[src/rtl/osc_cmd_decoder.sv]
// rtl/osc_cmd_decoder.sv - byte-stream command decoder loading per-oscillator wave/freq/phase/amp words
module osc_cmd_decoder #(
  parameter int NUM_OSC        = 2,
  parameter int WAVE_W         = 8,
  parameter int FREQ_W         = 24,
  parameter int PHASE_W        = 16,
  parameter int AMP_W          = 16,
  parameter int TIMEOUT_CYCLES = 1000000
) (
  input  logic                         i_clk,
  input  logic                         i_rst_n,
  input  logic [7:0]                   i_data,
  input  logic                         i_data_valid,
  output logic                         o_ready,
  output logic [NUM_OSC*WAVE_W-1:0]    o_wave,
  output logic [NUM_OSC*FREQ_W-1:0]    o_freq,
  output logic [NUM_OSC*PHASE_W-1:0]   o_phase,
  output logic [NUM_OSC*AMP_W-1:0]     o_amp,
  output logic [NUM_OSC-1:0]           o_upd,
  output logic                         o_err,
  output logic [1:0]                   o_err_code
);

  // Payload byte counts per field (ceil(W/8))
  localparam int WAVE_B  = (WAVE_W  + 7) / 8;
  localparam int FREQ_B  = (FREQ_W  + 7) / 8;
  localparam int PHASE_B = (PHASE_W + 7) / 8;
  localparam int AMP_B   = (AMP_W   + 7) / 8;
  localparam int MAX_WF  = (WAVE_B  > FREQ_B) ? WAVE_B  : FREQ_B;
  localparam int MAX_PA  = (PHASE_B > AMP_B)  ? PHASE_B : AMP_B;
  localparam int MAX_B   = (MAX_WF  > MAX_PA) ? MAX_WF  : MAX_PA;
  localparam int BUF_W   = 8 * MAX_B;

  // Idle counter only needs to hold TIMEOUT_CYCLES-1; the expiring cycle is detected, not stored
  localparam int TO_W = (TIMEOUT_CYCLES > 1) ? $clog2(TIMEOUT_CYCLES) : 1;
  localparam logic [TO_W-1:0] TO_LAST = TO_W'((TIMEOUT_CYCLES > 0) ? TIMEOUT_CYCLES - 1 : 0);

  localparam logic [4:0] NUM_OSC_L = 5'(NUM_OSC);
  localparam logic [3:0] IDX_BCAST = 4'hF;

  localparam logic [3:0] F_WAVE  = 4'd1;
  localparam logic [3:0] F_FREQ  = 4'd2;
  localparam logic [3:0] F_PHASE = 4'd3;
  localparam logic [3:0] F_AMP   = 4'd4;

  typedef enum logic [1:0] {
    S_IDLE    = 2'd0,
    S_PAYLOAD = 2'd1,
    S_COMMIT  = 2'd2
  } state_t;

  state_t            state;
  logic [3:0]        tgt;
  logic [3:0]        fld;
  logic [3:0]        bcnt;
  logic [BUF_W-1:0]  pbuf;
  logic [TO_W-1:0]   tcnt;

  logic              accept;
  logic [3:0]        cmd_idx;
  logic [3:0]        cmd_fld;
  logic              idx_ok;
  logic              fld_ok;
  logic [3:0]        fld_bytes;

  assign accept  = i_data_valid && o_ready;
  assign cmd_idx = i_data[7:4];
  assign cmd_fld = i_data[3:0];
  assign idx_ok  = (cmd_idx == IDX_BCAST) || ({1'b0, cmd_idx} < NUM_OSC_L);
  assign fld_ok  = (cmd_fld >= F_WAVE) && (cmd_fld <= F_AMP);

  // Number of payload bytes that follow a command for the requested field
  always_comb begin
    fld_bytes = 4'd0;
    case (cmd_fld)
      F_WAVE:  fld_bytes = 4'(WAVE_B);
      F_FREQ:  fld_bytes = 4'(FREQ_B);
      F_PHASE: fld_bytes = 4'(PHASE_B);
      F_AMP:   fld_bytes = 4'(AMP_B);
      default: fld_bytes = 4'd0;
    endcase
  end

  // Decoder FSM: parse command, collect payload with timeout, then commit atomically
  always_ff @(posedge i_clk or negedge i_rst_n) begin
    if (!i_rst_n) begin
      state      <= S_IDLE;
      o_ready    <= 1'b1;
      o_wave     <= '0;
      o_freq     <= '0;
      o_phase    <= '0;
      o_amp      <= '0;
      o_upd      <= '0;
      o_err      <= 1'b0;
      o_err_code <= 2'd0;
      tgt        <= 4'd0;
      fld        <= 4'd0;
      bcnt       <= 4'd0;
      pbuf       <= '0;
      tcnt       <= '0;
    end else begin
      o_upd <= '0;
      o_err <= 1'b0;
      case (state)
        S_IDLE: begin
          // 0x00 is a NOP: consumed without action
          if (accept && (i_data != 8'h00)) begin
            if (!idx_ok) begin
              o_err      <= 1'b1;
              o_err_code <= 2'd1;
            end else if (!fld_ok) begin
              o_err      <= 1'b1;
              o_err_code <= 2'd2;
            end else begin
              state <= S_PAYLOAD;
              tgt   <= cmd_idx;
              fld   <= cmd_fld;
              bcnt  <= fld_bytes;
              pbuf  <= '0;
              tcnt  <= '0;
            end
          end
        end

        S_PAYLOAD: begin
          // An accepted byte always wins over an expiring timeout
          if (accept) begin
            pbuf <= (pbuf << 8) | BUF_W'(i_data);
            tcnt <= '0;
            if (bcnt == 4'd1) begin
              state   <= S_COMMIT;
              o_ready <= 1'b0;
            end else begin
              bcnt <= bcnt - 4'd1;
            end
          end else if (TIMEOUT_CYCLES != 0) begin
            if (tcnt == TO_LAST) begin
              o_err      <= 1'b1;
              o_err_code <= 2'd3;
              state      <= S_IDLE;
              pbuf       <= '0;
              tcnt       <= '0;
            end else begin
              tcnt <= tcnt + TO_W'(1);
            end
          end
        end

        S_COMMIT: begin
          // Whole field is written in one edge so no partial value is ever visible
          for (int k = 0; k < NUM_OSC; k++) begin
            if ((tgt == IDX_BCAST) || (tgt == 4'(k))) begin
              o_upd[k] <= 1'b1;
              case (fld)
                F_WAVE:  o_wave[k*WAVE_W +: WAVE_W]    <= pbuf[WAVE_W-1:0];
                F_FREQ:  o_freq[k*FREQ_W +: FREQ_W]    <= pbuf[FREQ_W-1:0];
                F_PHASE: o_phase[k*PHASE_W +: PHASE_W] <= pbuf[PHASE_W-1:0];
                F_AMP:   o_amp[k*AMP_W +: AMP_W]       <= pbuf[AMP_W-1:0];
                default: ;
              endcase
            end
          end
          state   <= S_IDLE;
          o_ready <= 1'b1;
        end

        default: begin
          state   <= S_IDLE;
          o_ready <= 1'b1;
        end
      endcase
    end
  end

endmodule
[config.mk]
export PLATFORM = sky130hd
export DESIGN_NAME = osc_cmd_decoder
export DESIGN_NICKNAME = d
export VERILOG_FILES = /design/src/rtl/osc_cmd_decoder.sv
export SDC_FILE = /design/constraint.sdc
export NUM_CORES = 1
export LEC_CHECK = 0
export CAP_MARGIN = 20
export CORE_MARGIN = 2
export CORE_UTILIZATION = 52
export DETAILED_ROUTE_END_ITERATION = 8
export GPL_TIMING_DRIVEN = 0
export PLACE_DENSITY = 0.85
export SYNTH_ARGS = -nofsm -noshare
export SYNTH_HDL_FRONTEND = slang
export SYNTH_SLANG_ARGS = --single-unit
[constraint.sdc]
create_clock -name i_clk -period 2.4 [get_ports i_clk]
set_input_delay 0.48 -clock i_clk [delete_from_list [all_inputs] [get_ports i_clk]]
set_output_delay 0.48 -clock i_clk [all_outputs]
set_load 0.005 [all_outputs]
==> flow_metrics.tcl <==
set metrics [dict create \
    n_fill_cell 983 \
    clock_latency_ns 0.43 \
    pre_cts_ws_ns -0.487 \
    io_pins 145 \
    post_drt_wl_per_cell_um 20.5 \
    cts.sinks 192 \
    yosysWarnings 0 \
    grt_pass1_wl_mm 30.7 \
    core-area_um2 14600 \
    worstPathMaxFanout 10 \
    min_period_over_period_pct 99.0 \
    drc 0 \
    setup_viol 0 \
    final_antenna_net_count 0 \
    port_buffers 143 \
    nNetsFinal 742 \
    synth_top_area_cell "dfrtp_1" \
    slew_violations 0 \
    leakagePower_nw 4.64 \
    cts_max_path_buffers 2 \
    hpwl_mm 13.3 \
    power-per-cell-area_nw_per_um2 769 \
    die_area_um2 15900 \
    cts_buffers 17 \
    vias 5390 \
    finalWirelength_mm 19.0 \
    cts_resized 2 \
    layout_common_cells "191 x dfrtp_1, 142 x clkdlybuf4s50_1, 134 x mux2_2, 27 x nand2_1, 25 x a22o_1" \
    hold_class "input pin to asynchronous set/reset pin" \
    antenna_cells 0 \
    drive_gt1_share_pct 27.3 \
    ys_types 56 \
    grt_max_degree 105 \
    post_cts_buffers 0 \
    area_growth_pct 29.3 \
    grt_pass1_vias 5579 \
    drt-initial-drc-count 343 \
    start_util_pct 53.3 \
    path_clk_slew_ns 0.07 \
    rsz0062_at_grt "no" \
    synth-main-ff-cell "dfrtp_1" \
    grt_overflow_total 0 \
    vdd_drop_max_mv 0.553 \
    track_usage_pct 24.8 \
    synth_area_leaders "dfrtp_1 62%, mux2_2 19%, a22o_1 2.8%, a31oi_1 1.4%, nand2_1 1.3%" \
    async_flop_share_pct 100 \
    die_y_um 126 \
    antenna_found_initial 0 \
    die_w_um 126 \
    worstMarginPinSlew_ns 0.788 \
    syn-num-nets 579 \
    worstSetupPathType "flop to flop" \
    gp_congestion 0.878 \
    cap_violations 0 \
    synthCells 565 \
    viasPerCell 5.83 \
    fin_crit_ns 2.38 \
    total_power_mw 7.73 \
    syn_area_per_cell_um2 13.8 \
    synth_area_um2 7770 \
    cts-root-buf "clkbuf_16" \
    ys_ff_latch 192 \
    seq_area_frac_synth_pct 61.8 \
    status "finished, final reports clean" \
    fmax_mhz 421 \
    htree_levels 4 \
    synth_top_area_share_pct 61.5 \
    firstDrtPassIters 4 \
    layout_setup_ws_ns 0.0233 \
    slew_headroom_pct 47.3 \
    synth-edff-count 0 \
    cp.arrival_ns 2.69 \
    layout_commonest_cell "dfrtp_1" \
    critPathCaptureType "flop" \
    finalClockSkew_ns 0.00853 \
    worstPathRequired_ns 2.71 \
    cts_tree "built" \
    rows 44 \
    cp-start-kind "flop" \
    hold_buffers 0 \
    hold_viol_final 0 \
]
## sequential cells by signal (all words and copies together), names as in the netlist
signal / count
o_err_code: 2
pbuf: 24
o_upd: 2
tgt: 4
state: 2
o_wave: 16
o_ready: 1
o_phase: 32
o_err: 1
bcnt: 4
o_freq: 48
fld: 4
tcnt: 20
o_amp: 32
## routing by layer
| layer | up-vias | track usage (%) | share of wire (%) |
|---|---|---|---|
| met5 | - | 0 | 0 |
| met4 | 0 | 8.92 | 2.0 |
| met3 | 35 | 5.95 | 6.3 |
| met2 | 209 | 40.5 | 50 |
| met1 | 2752 | 32.8 | 42 |
| li1 | 2394 | - | - |
## cell type report
cell class | count | area, µm² | share of cell area, %
flip-flops and latches | 192 | 4810 | 47.8
inverters | 9 | 33.8 | 0.336
repair buffers | 144 | 1460 | 14.6
clock buffers | 19 | 453 | 4.51
multi-input cells | 336 | 2810 | 28.0
plain buffers | 28 | 141 | 1.41
well taps | 184 | 230 | 2.29
clock inverters | 13 | 106 | 1.06
## synth_stat cells, drive strengths merged, types with 2 or more instances
library cell and number:
a22o 25, nand4 5, and4 2, nor2 23, nand3b 2, buf 22
clkbuf 6, nor3 7, ha 3, o21ai 12, a41oi 2, nand2 28
and2 2, dfrtp 191, nand2b 7, inv 9, mux2 134, or2 3
nand3 9, a21oi 14, nor4 5, and3 5, or3 4, a31oi 18
mux2i 4
## path summary, 6_finish.rpt
check                      startpoint          to  slack [ns]  cells after the start
min                           i_rst_n  o_freq[41]        0.06                      1
max reg2reg                    fld[0]   o_amp[30]        0.02                      4
max in group asynchronous     i_rst_n  o_freq[35]        1.41                      2
min reg2reg                 o_amp[18]   o_amp[18]        0.51                      1
max                            fld[0]   o_amp[30]        0.02                      4
min in group i_clk          o_amp[18]   o_amp[18]        0.51                      1
## critical path: stages, from the launching register on
cell and delay (ns):
dfrtp_1 0.42, or4b_2 0.72, nor2_2 0.43, buf_4 0.31, mux2_2 0.36
## kinds of logic (layout without fill, tap and decap cells)
family / count (synthesis) / count (layout) / share of synthesized area [%]
AO/OA/AOI/OAI: 86 / 86 / 7.92
XOR/XNOR: 1 / 1 / 0.113
adder cells (fa/ha/maj): 3 / 3 / 0.483
buffers and inverters: 37 / 213 / 2.24
flip-flops: 192 / 192 / 61.8
multiplexers: 138 / 138 / 19.9
AND/OR/NAND/NOR: 108 / 108 / 7.47
## power breakdown
group          total, mW  internal, mW  switching (mW)
combinational       1.15         0.481           0.668
sequential          3.92          3.53           0.388
clock               2.66          1.40            1.25
## metrics by stage
step / instances / utilization, % / hold WS [ns] / area, µm² / TNS, ns
2_1_floorplan: 565 / - / 0.184 / 7770 / 0
3_3_place_gp: 892 / 64.7 / 0.461 / 9430 / -1257.38
3_5_place_dp: 893 / 64.9 / 0.494 / 9470 / -14.18
4_1_cts: 925 / 68.7 / 0.0706 / 10000 / 0
5_1_grt: 925 / 68.9 / 0.106 / 10000 / 0
6_report: 925 / 68.9 / 0.0579 / 10000 / 0
(Power assumes the default switching activity.)
